===== config.mk =====
export PLATFORM = sky130hd
export DESIGN_NAME = hilo_pipe_flat
export DESIGN_NICKNAME = d
export VERILOG_FILES = /design/src/rtl/hilo_pipe_if.sv /design/src/rtl/hilo_pipe.sv /design/src/flat_wrapper.sv
export SDC_FILE = /design/constraint.sdc
export NUM_CORES = 1
export LEC_CHECK = 0
export ABC_AREA = 1
export ABC_CLOCK_PERIOD_IN_PS = 8900
export CAP_MARGIN = 20
export CORE_ASPECT_RATIO = 0.5
export CORE_MARGIN = 8
export CORE_UTILIZATION = 57
export DETAILED_ROUTE_END_ITERATION = 7
export GPL_ROUTABILITY_DRIVEN = 0
export MAX_ROUTING_LAYER = met4
export PLACE_DENSITY = 0.82
export SLEW_MARGIN = 40
export SYNTH_ARGS = -nofsm -noshare
export SYNTH_HDL_FRONTEND = slang
export SYNTH_SLANG_ARGS = --single-unit

===== constraint.sdc =====
create_clock -name clk -period 8.9 [get_ports clk]
set_input_delay 2.67 -clock clk [delete_from_list [all_inputs] [get_ports clk]]
set_output_delay 2.67 -clock clk [all_outputs]
set_load 0.005 [all_outputs]

===== src/rtl/hilo_pipe_if.sv =====
// E-stage request/response bundle for the pipelined HI/LO unit.
// master drives the E-stage controls and operands; slave is the HI/LO unit.
interface hilo_pipe_if #(
    parameter int unsigned DW = 32
);
    logic          stallE;
    logic          flushE;
    logic          flushM;
    logic [1:0]    weE;
    logic [1:0]    modeE;
    logic [DW-1:0] hi_i;
    logic [DW-1:0] lo_i;
    logic [DW-1:0] hi_o;
    logic [DW-1:0] lo_o;
    logic [DW-1:0] hi_arch;
    logic [DW-1:0] lo_arch;
    logic          busy;

    modport master (
        output stallE, flushE, flushM, weE, modeE, hi_i, lo_i,
        input  hi_o, lo_o, hi_arch, lo_arch, busy
    );

    modport slave (
        input  stallE, flushE, flushM, weE, modeE, hi_i, lo_i,
        output hi_o, lo_o, hi_arch, lo_arch, busy
    );
endinterface


===== src/rtl/hilo_pipe.sv =====
// Pipelined HI/LO register unit: E-stage capture, M/W pending slots, W commit,
// youngest-first forwarding to E, and MADD/MSUB-style accumulate.
module hilo_pipe #(
    parameter int unsigned DW = 32
) (
    input  logic        clk,
    input  logic        rst,
    hilo_pipe_if.slave  bus
);
    localparam int unsigned AW = 2 * DW;

    typedef struct packed {
        logic          valid;
        logic [1:0]    we;
        logic [DW-1:0] hi;
        logic [DW-1:0] lo;
    } slot_t;

    slot_t         m_q;
    slot_t         w_q;
    slot_t         m_d;
    logic [DW-1:0] hi_arch_q;
    logic [DW-1:0] lo_arch_q;
    logic [DW-1:0] fwd_hi;
    logic [DW-1:0] fwd_lo;
    logic [AW-1:0] acc_base;
    logic [AW-1:0] acc_opnd;
    logic [AW-1:0] acc_res;
    logic          req;

    // Per-half forwarding: M beats W beats architectural state
    always_comb begin
        fwd_hi = hi_arch_q;
        fwd_lo = lo_arch_q;
        if (w_q.valid && w_q.we[1]) fwd_hi = w_q.hi;
        if (w_q.valid && w_q.we[0]) fwd_lo = w_q.lo;
        if (m_q.valid && m_q.we[1]) fwd_hi = m_q.hi;
        if (m_q.valid && m_q.we[0]) fwd_lo = m_q.lo;
    end

    // Accumulate on the forwarded view so back-to-back MADD/MSUB chain freely
    always_comb begin
        acc_base = {fwd_hi, fwd_lo};
        acc_opnd = {bus.hi_i, bus.lo_i};
        acc_res  = (bus.modeE == 2'b10) ? (acc_base - acc_opnd) : (acc_base + acc_opnd);
    end

    // Resolve the E request into the slot image captured by M
    always_comb begin
        m_d = '0;
        req = ~bus.stallE & ~bus.flushE & (bus.modeE != 2'b11) &
              ((bus.modeE != 2'b00) | (bus.weE != 2'b00));
        if (req) begin
            m_d.valid = 1'b1;
            if (bus.modeE == 2'b00) begin
                m_d.we = bus.weE;
                m_d.hi = bus.hi_i;
                m_d.lo = bus.lo_i;
            end else begin
                m_d.we = 2'b11;
                m_d.hi = acc_res[AW-1:DW];
                m_d.lo = acc_res[DW-1:0];
            end
        end
    end

    always_ff @(posedge clk or posedge rst) begin
        if (rst) begin
            m_q       <= '0;
            w_q       <= '0;
            hi_arch_q <= '0;
            lo_arch_q <= '0;
        end else begin
            m_q <= m_d;
            w_q <= bus.flushM ? slot_t'('0) : m_q;
            if (w_q.valid && w_q.we[1]) hi_arch_q <= w_q.hi;
            if (w_q.valid && w_q.we[0]) lo_arch_q <= w_q.lo;
        end
    end

    assign bus.hi_o    = fwd_hi;
    assign bus.lo_o    = fwd_lo;
    assign bus.hi_arch = hi_arch_q;
    assign bus.lo_arch = lo_arch_q;
    assign bus.busy    = m_q.valid | w_q.valid;
endmodule


===== src/flat_wrapper.sv =====
// flat-port wrapper written by rule: the top's interface ports become plain ports
module hilo_pipe_flat 
#(
    parameter int unsigned DW = 32
)
  (clk, rst, bus_stallE, bus_flushE, bus_flushM, bus_weE, bus_modeE, bus_hi_i, bus_lo_i, bus_hi_o, bus_lo_o, bus_hi_arch, bus_lo_arch, bus_busy);
  hilo_pipe_if #(.DW(DW)) bus_i ();
  input  logic clk;
  input  logic rst;
  input wire logic [$bits(bus_i.stallE)-1:0] bus_stallE;
  input wire logic [$bits(bus_i.flushE)-1:0] bus_flushE;
  input wire logic [$bits(bus_i.flushM)-1:0] bus_flushM;
  input wire logic [$bits(bus_i.weE)-1:0] bus_weE;
  input wire logic [$bits(bus_i.modeE)-1:0] bus_modeE;
  input wire logic [$bits(bus_i.hi_i)-1:0] bus_hi_i;
  input wire logic [$bits(bus_i.lo_i)-1:0] bus_lo_i;
  output wire logic [$bits(bus_i.hi_o)-1:0] bus_hi_o;
  output wire logic [$bits(bus_i.lo_o)-1:0] bus_lo_o;
  output wire logic [$bits(bus_i.hi_arch)-1:0] bus_hi_arch;
  output wire logic [$bits(bus_i.lo_arch)-1:0] bus_lo_arch;
  output wire logic [$bits(bus_i.busy)-1:0] bus_busy;
  assign bus_i.stallE = bus_stallE;
  assign bus_i.flushE = bus_flushE;
  assign bus_i.flushM = bus_flushM;
  assign bus_i.weE = bus_weE;
  assign bus_i.modeE = bus_modeE;
  assign bus_i.hi_i = bus_hi_i;
  assign bus_i.lo_i = bus_lo_i;
  assign bus_hi_o = bus_i.hi_o;
  assign bus_lo_o = bus_i.lo_o;
  assign bus_hi_arch = bus_i.hi_arch;
  assign bus_lo_arch = bus_i.lo_arch;
  assign bus_busy = bus_i.busy;
  hilo_pipe #(.DW(DW)) u_core (.clk(clk), .rst(rst), .bus(bus_i));
endmodule

# Word level (Yosys, flattened, before mapping)
# Index checks and enable logic that the tools add are counted.
word_totals:
  reg_bits: 198
  input_bits: 73
  wordCells: 36
op_classes:
  addsub: 2
  eq_ne: 2
  mux: 8
  n_bitwise: 7
  n_reduce_logical: 7
op_table:
  columns: ["cell", "count"]
  rows:
  - ["$mux 67", 2]
  - ["$mux 32", 4]
  - ["$mux 66", 1]
  - ["$add 64x64->64", 1]
  - ["$mux 64", 1]
  - ["$sub 64x64->64", 1]
  - ["$logic_and 1x1->1", 4]
  - ["$reduce_bool 2->1", 2]
  - ["$and 1x1->1", 3]
  - ["$eq 2x2->1 const B", 1]
  - ["$logic_not 2->1", 1]
  - ["$ne 2x2->1 const B", 1]
  - ["$not 1->1", 2]
  - ["$or 1x1->1", 2]

# Depth between registers and ports, before layout
depth:
  word_depth: 7
  ltp_mapped: 26
  ltp_nobuf: 26

# Worst setup path before layout
# No wires, ideal clock.
synth_path:
  path_kind: "input to register"
  start: "input port bus_lo_i[1]"
  end: "register u_core.m_q[63] (netlist bit)"
  arrival_ns: 5.253
  path_slack_ns: 3.534
  path_stages: 23
  path_buffers: 0
  cell_sequence: "inv_1 ha_1 nand3_2 nor2_4 nand2_2 nor2_4 nand2_4 o31ai_2 o21ai_1 nand2_1 nand2_1 ha_1 nand2_1 nor2_1 inv_1 nor2_1 nand2_1 nor3_1 nand2_1 nand3_1 nand3_1 nand2_1 inv_1"
synth_rtl:
  columns: ["element", "line", "text"]
  rows:
  - ["start: declaration", "flat_wrapper.sv:16", "input wire logic [$bits(bus_i.lo_i)-1:0] bus_lo_i;"]
  - ["end signal: assignment", "hilo_pipe.sv:74", "m_q <= m_d;"]
  - ["end: declaration", "hilo_pipe.sv:19", "slot_t m_q;"]

==> flow_summary_export.csv <==
group,metric,value,unit
grt,grt_pass1_wl,83500,um
layout,syn2layout_area_growth,19.0,%
logic_synthesis,synth-edff-count,0,
setup_path,path_max_fanout,42,
clocking,cts_tree,"done",
logic_synthesis,synth_compound_area_frac,0.0857,
status,violations,"DRC",
timing,finalSetupViolCount,0,
timing,relSlewSlack,0.436,
grt,grt.total_usage,0.329,
detailed_routing,drt_pass1_iterations,8,
placement,port_buffers,201,
clocking,holdBufCountCts,0,
die,io_pins,202,
die,std_cell_rows,43,
setup_path,path_delay_family,"simple AND/OR/NAND/NOR gates",
clocking,post-cts-setup-buffers,0,
placement,dp_cells,3036,
logic_synthesis,syn-cell-area,0.0158,mm2
power_and_ir_drop,p_seq_frac,0.382,
detailed_routing,antenna_left,0,
logic_synthesis,synthMuxAreaShare,0.0448,
die,coreArea,0.0275,mm2
die,fp.dieW,252,um
timing,fin_crit_sh,0.762,
logic_synthesis,synth_xor_area_frac,0.0443,
clocking,clk_path_buf_depth,2,
flow_run,maxCapViolations,0,
power_and_ir_drop,pwr-share-comb,0.297,
detailed_routing,vias,16700,
power_and_ir_drop,power,2.54,mW
logic_synthesis,synth_top_area_share,0.313,
power_and_ir_drop,swShare,0.343,
timing,fin_skew,0.0149,ns
clocking,clkTransAtPathRegs,0.07,ns
grt,grt.overflow.total,0,
timing,tightest_slew,0.837,ns
detailed_routing,finalWirelength,55400,um
power_and_ir_drop,leakage,10.5,nW
logic_synthesis,synth-seq-area-share,0.313,
layout,diodes,0,
timing,fmaxAchievable,147,MHz
die,initial_utilization,0.576,
logic_synthesis,synth_top_family_by_area,"simple AND/OR/NAND/NOR gates",
detailed_routing,drtIter0Drc,2182,
setup_path,r2r_setup_slack,4.77,ns
setup_path,crit_buf_inv,6,
die,die_h,134,um
logic_synthesis,synth.most_common_cell,"nand2_1",
layout,final_cells,3068,
logic_synthesis,synth.avg_cell_area,6.34,um2
power_and_ir_drop,peakVddDrop,0.143,mV
logic_synthesis,synthArstFlopShare,1.00,
logic_synthesis,synthCells,2495,
setup_path,crit_top_cell,"nand2_1",
grt,grt_max_degree,124,
grt,grt_pass1_vias,15000,
clocking,clk_latency,0.46,ns
detailed_routing,drc,2,
timing,finalCriticalPeriod,6.78,ns
setup_path,max_stage_delay,0.56,ns
setup_path,start_kind,"input port",
detailed_routing,wl_per_cell,18.0,um
clocking,clkSinkCount,198,
power_and_ir_drop,pwr-share-clk,0.322,
die,die_area,0.0337,mm2
setup_path,cp-end-kind,"flop",
setup_path,critPathSlowestCell,"clkdlybuf4s50_1",
logic_synthesis,synth.net_count,2633,
placement,hpwl,43900,um
logic_synthesis,yosys.area_share.adder,0.0519,
setup_path,required,9.25,ns
power_and_ir_drop,p_int,1.67,mW
status,status,"complete, but fails checks",
layout,final_util,0.685,
layout,nNetsFinal,2812,
logic_synthesis,synth_flop_cell,"dfrtp_1",
logic_synthesis,synth_common_cells,"nand2_1 (770), inv_1 (514), nor2_1 (314), dfrtp_1 (198), a21oi_1 (99)",
detailed_routing,vias_per_cell,5.45,
clocking,postCtsResizedCells,0,
timing,rsz0062_at_grt,"false",
logic_synthesis,synth_simple_gate_area_share,0.322,
logic_synthesis,synth_top_area_cell,"dfrtp_1",
logic_synthesis,yosys_warnings,0,
grt,antenna_found_initial,0,
clocking,cts_buffers,17,
setup_path,path_class,"input port to flop",
layout,drive_gt1_frac,0.0562,
setup_path,arrival,7.13,ns
setup_path,path_cells,"clkdlybuf4s50_1 -> inv_2 -> nor2_4 -> buf_4 -> inv_2 -> o21ai_1 -> nand4_1 -> nor2_1 -> nand2_1 -> xor2_1 -> ha_1 -> nand2_1 -> nor2_1 -> nand2_1 -> inv_1 -> nand2_1 -> nor2_1 -> nand2_1 -> nand4_1 -> nand3_1 -> nand2_1 -> inv_1",
timing,maxSlewViolCount,0,
timing,final_hold_viol_count,0,
power_and_ir_drop,netSwitchingPower,0.871,mW
worst_hold_path,hp-class,"flop to flop",
logic_synthesis,synthDistinctLibCells,42,
logic_synthesis,synth-seq-cells,198,
power_and_ir_drop,power_density,135,mW/mm2
clocking,cts-root-buf,"clkbuf_16",
logic_synthesis,ys_top_cells_by_area,"dfrtp_1 (31%), nand2_1 (18%), inv_1 (12%)",
clocking,cts_max_level,4,
timing,fin_setup_tns,0,ns
## power groups by stage
stage                     registers [mW]  logic, mW  clock network, mW
after CTS                          0.967      0.732              0.831
after global routing               0.972      0.819              0.861
after detailed placement           0.985      0.726                  0
after global placement             0.983      0.718                  0
after floorplan                    0.979      0.441                  0
final                              0.968      0.753              0.816
## cell families after synthesis
logic type,count (synthesis)
xor gates and xnor gates,80
DFF,198
muxes,63
buffers and inverters,576
adders and majority gates,65
and+or+nand+nor,1262
AOI/OAI and AO/OA,251
## cell type report
cell class	instances	area, um2
clock buffer	19	433
clock inverter	12	164
fill	2458	8660
inverter	524	1980
multi-input combinational	1721	8710
sequential	198	4950
tap	382	478
timing repair buffer	212	2110
## metal layers
layer | track usage | vias up | routed length, um
met2 | 0.478 | 1019 | 23000
met5 | - | - | 0
met3 | 0.0931 | 247 | 6960
met4 | 0.176 | 0 | 3440
li1 | - | 7932 | -
met1 | 0.415 | 7514 | 22000
## through the flow
stage          area, um2  hold slack [ns]  setup WS [ns]
2_1_floorplan      15800            0.443          0.833
3_3_place_gp       18200            0.449           2.05
4_1_cts            18800            0.471           2.48
5_1_grt            18800            0.487           1.96
3_5_place_dp       18200            0.453           2.00
6_report           18800            0.468           2.12
## cell usage in the layout (no fill, tap or decap), types with 2 or more instances in the layout
master / instances
inv_2: 8
nor3b_1: 2
nand2_4: 2
o211ai_1: 13
clkbuf_16: 17
nand2_2: 6
a31oi_1: 5
ha_1: 64
dfrtp_1: 198
o21ai_0: 95
xnor2_1: 10
nand2_1: 768
nor2_2: 10
clkinvlp_4: 3
clkdlybuf4s50_1: 200
bufinv_16: 3
mux2_2: 63
nor3_1: 16
nand3b_1: 8
xor2_1: 70
nor2_1: 314
o21ai_2: 3
inv_1: 512
nor2_4: 7
clkbuf_1: 2
a21oi_1: 99
or2_2: 2
clkinv_1: 2
nand3_1: 94
a211oi_1: 2
inv_6: 4
nand4_1: 25
nor4_1: 4
o21ai_1: 27
buf_4: 9
## worst min-delay path, stage by stage (launching register included)
cell and delay, ns:
dfrtp_1 0.32, inv_1 0.04, nor2_1 0.07
## path summary, 6_finish.rpt
path                                startpoint  cells past startpoint                     to
max in group asynchronous                  rst                      3         u_core.m_q[54]
min in group asynchronous                  rst                      2  u_core.bus.lo_arch[2]
worst max-delay path              bus_modeE[1]                     22         u_core.m_q[53]
worst min register to register  u_core.m_q[21]                      2         u_core.w_q[21]
worst min-delay path            u_core.m_q[21]                      2         u_core.w_q[21]
worst max register to register  u_core.w_q[66]                     17         u_core.m_q[32]
## sequential cells by signal (all words and copies together) (netlist names)
register and flops:
u_core.bus.hi_arch 32, u_core.w_q 67, u_core.bus.lo_arch 32, u_core.m_q 67
Note: power is estimated with default switching activity, not from simulation.
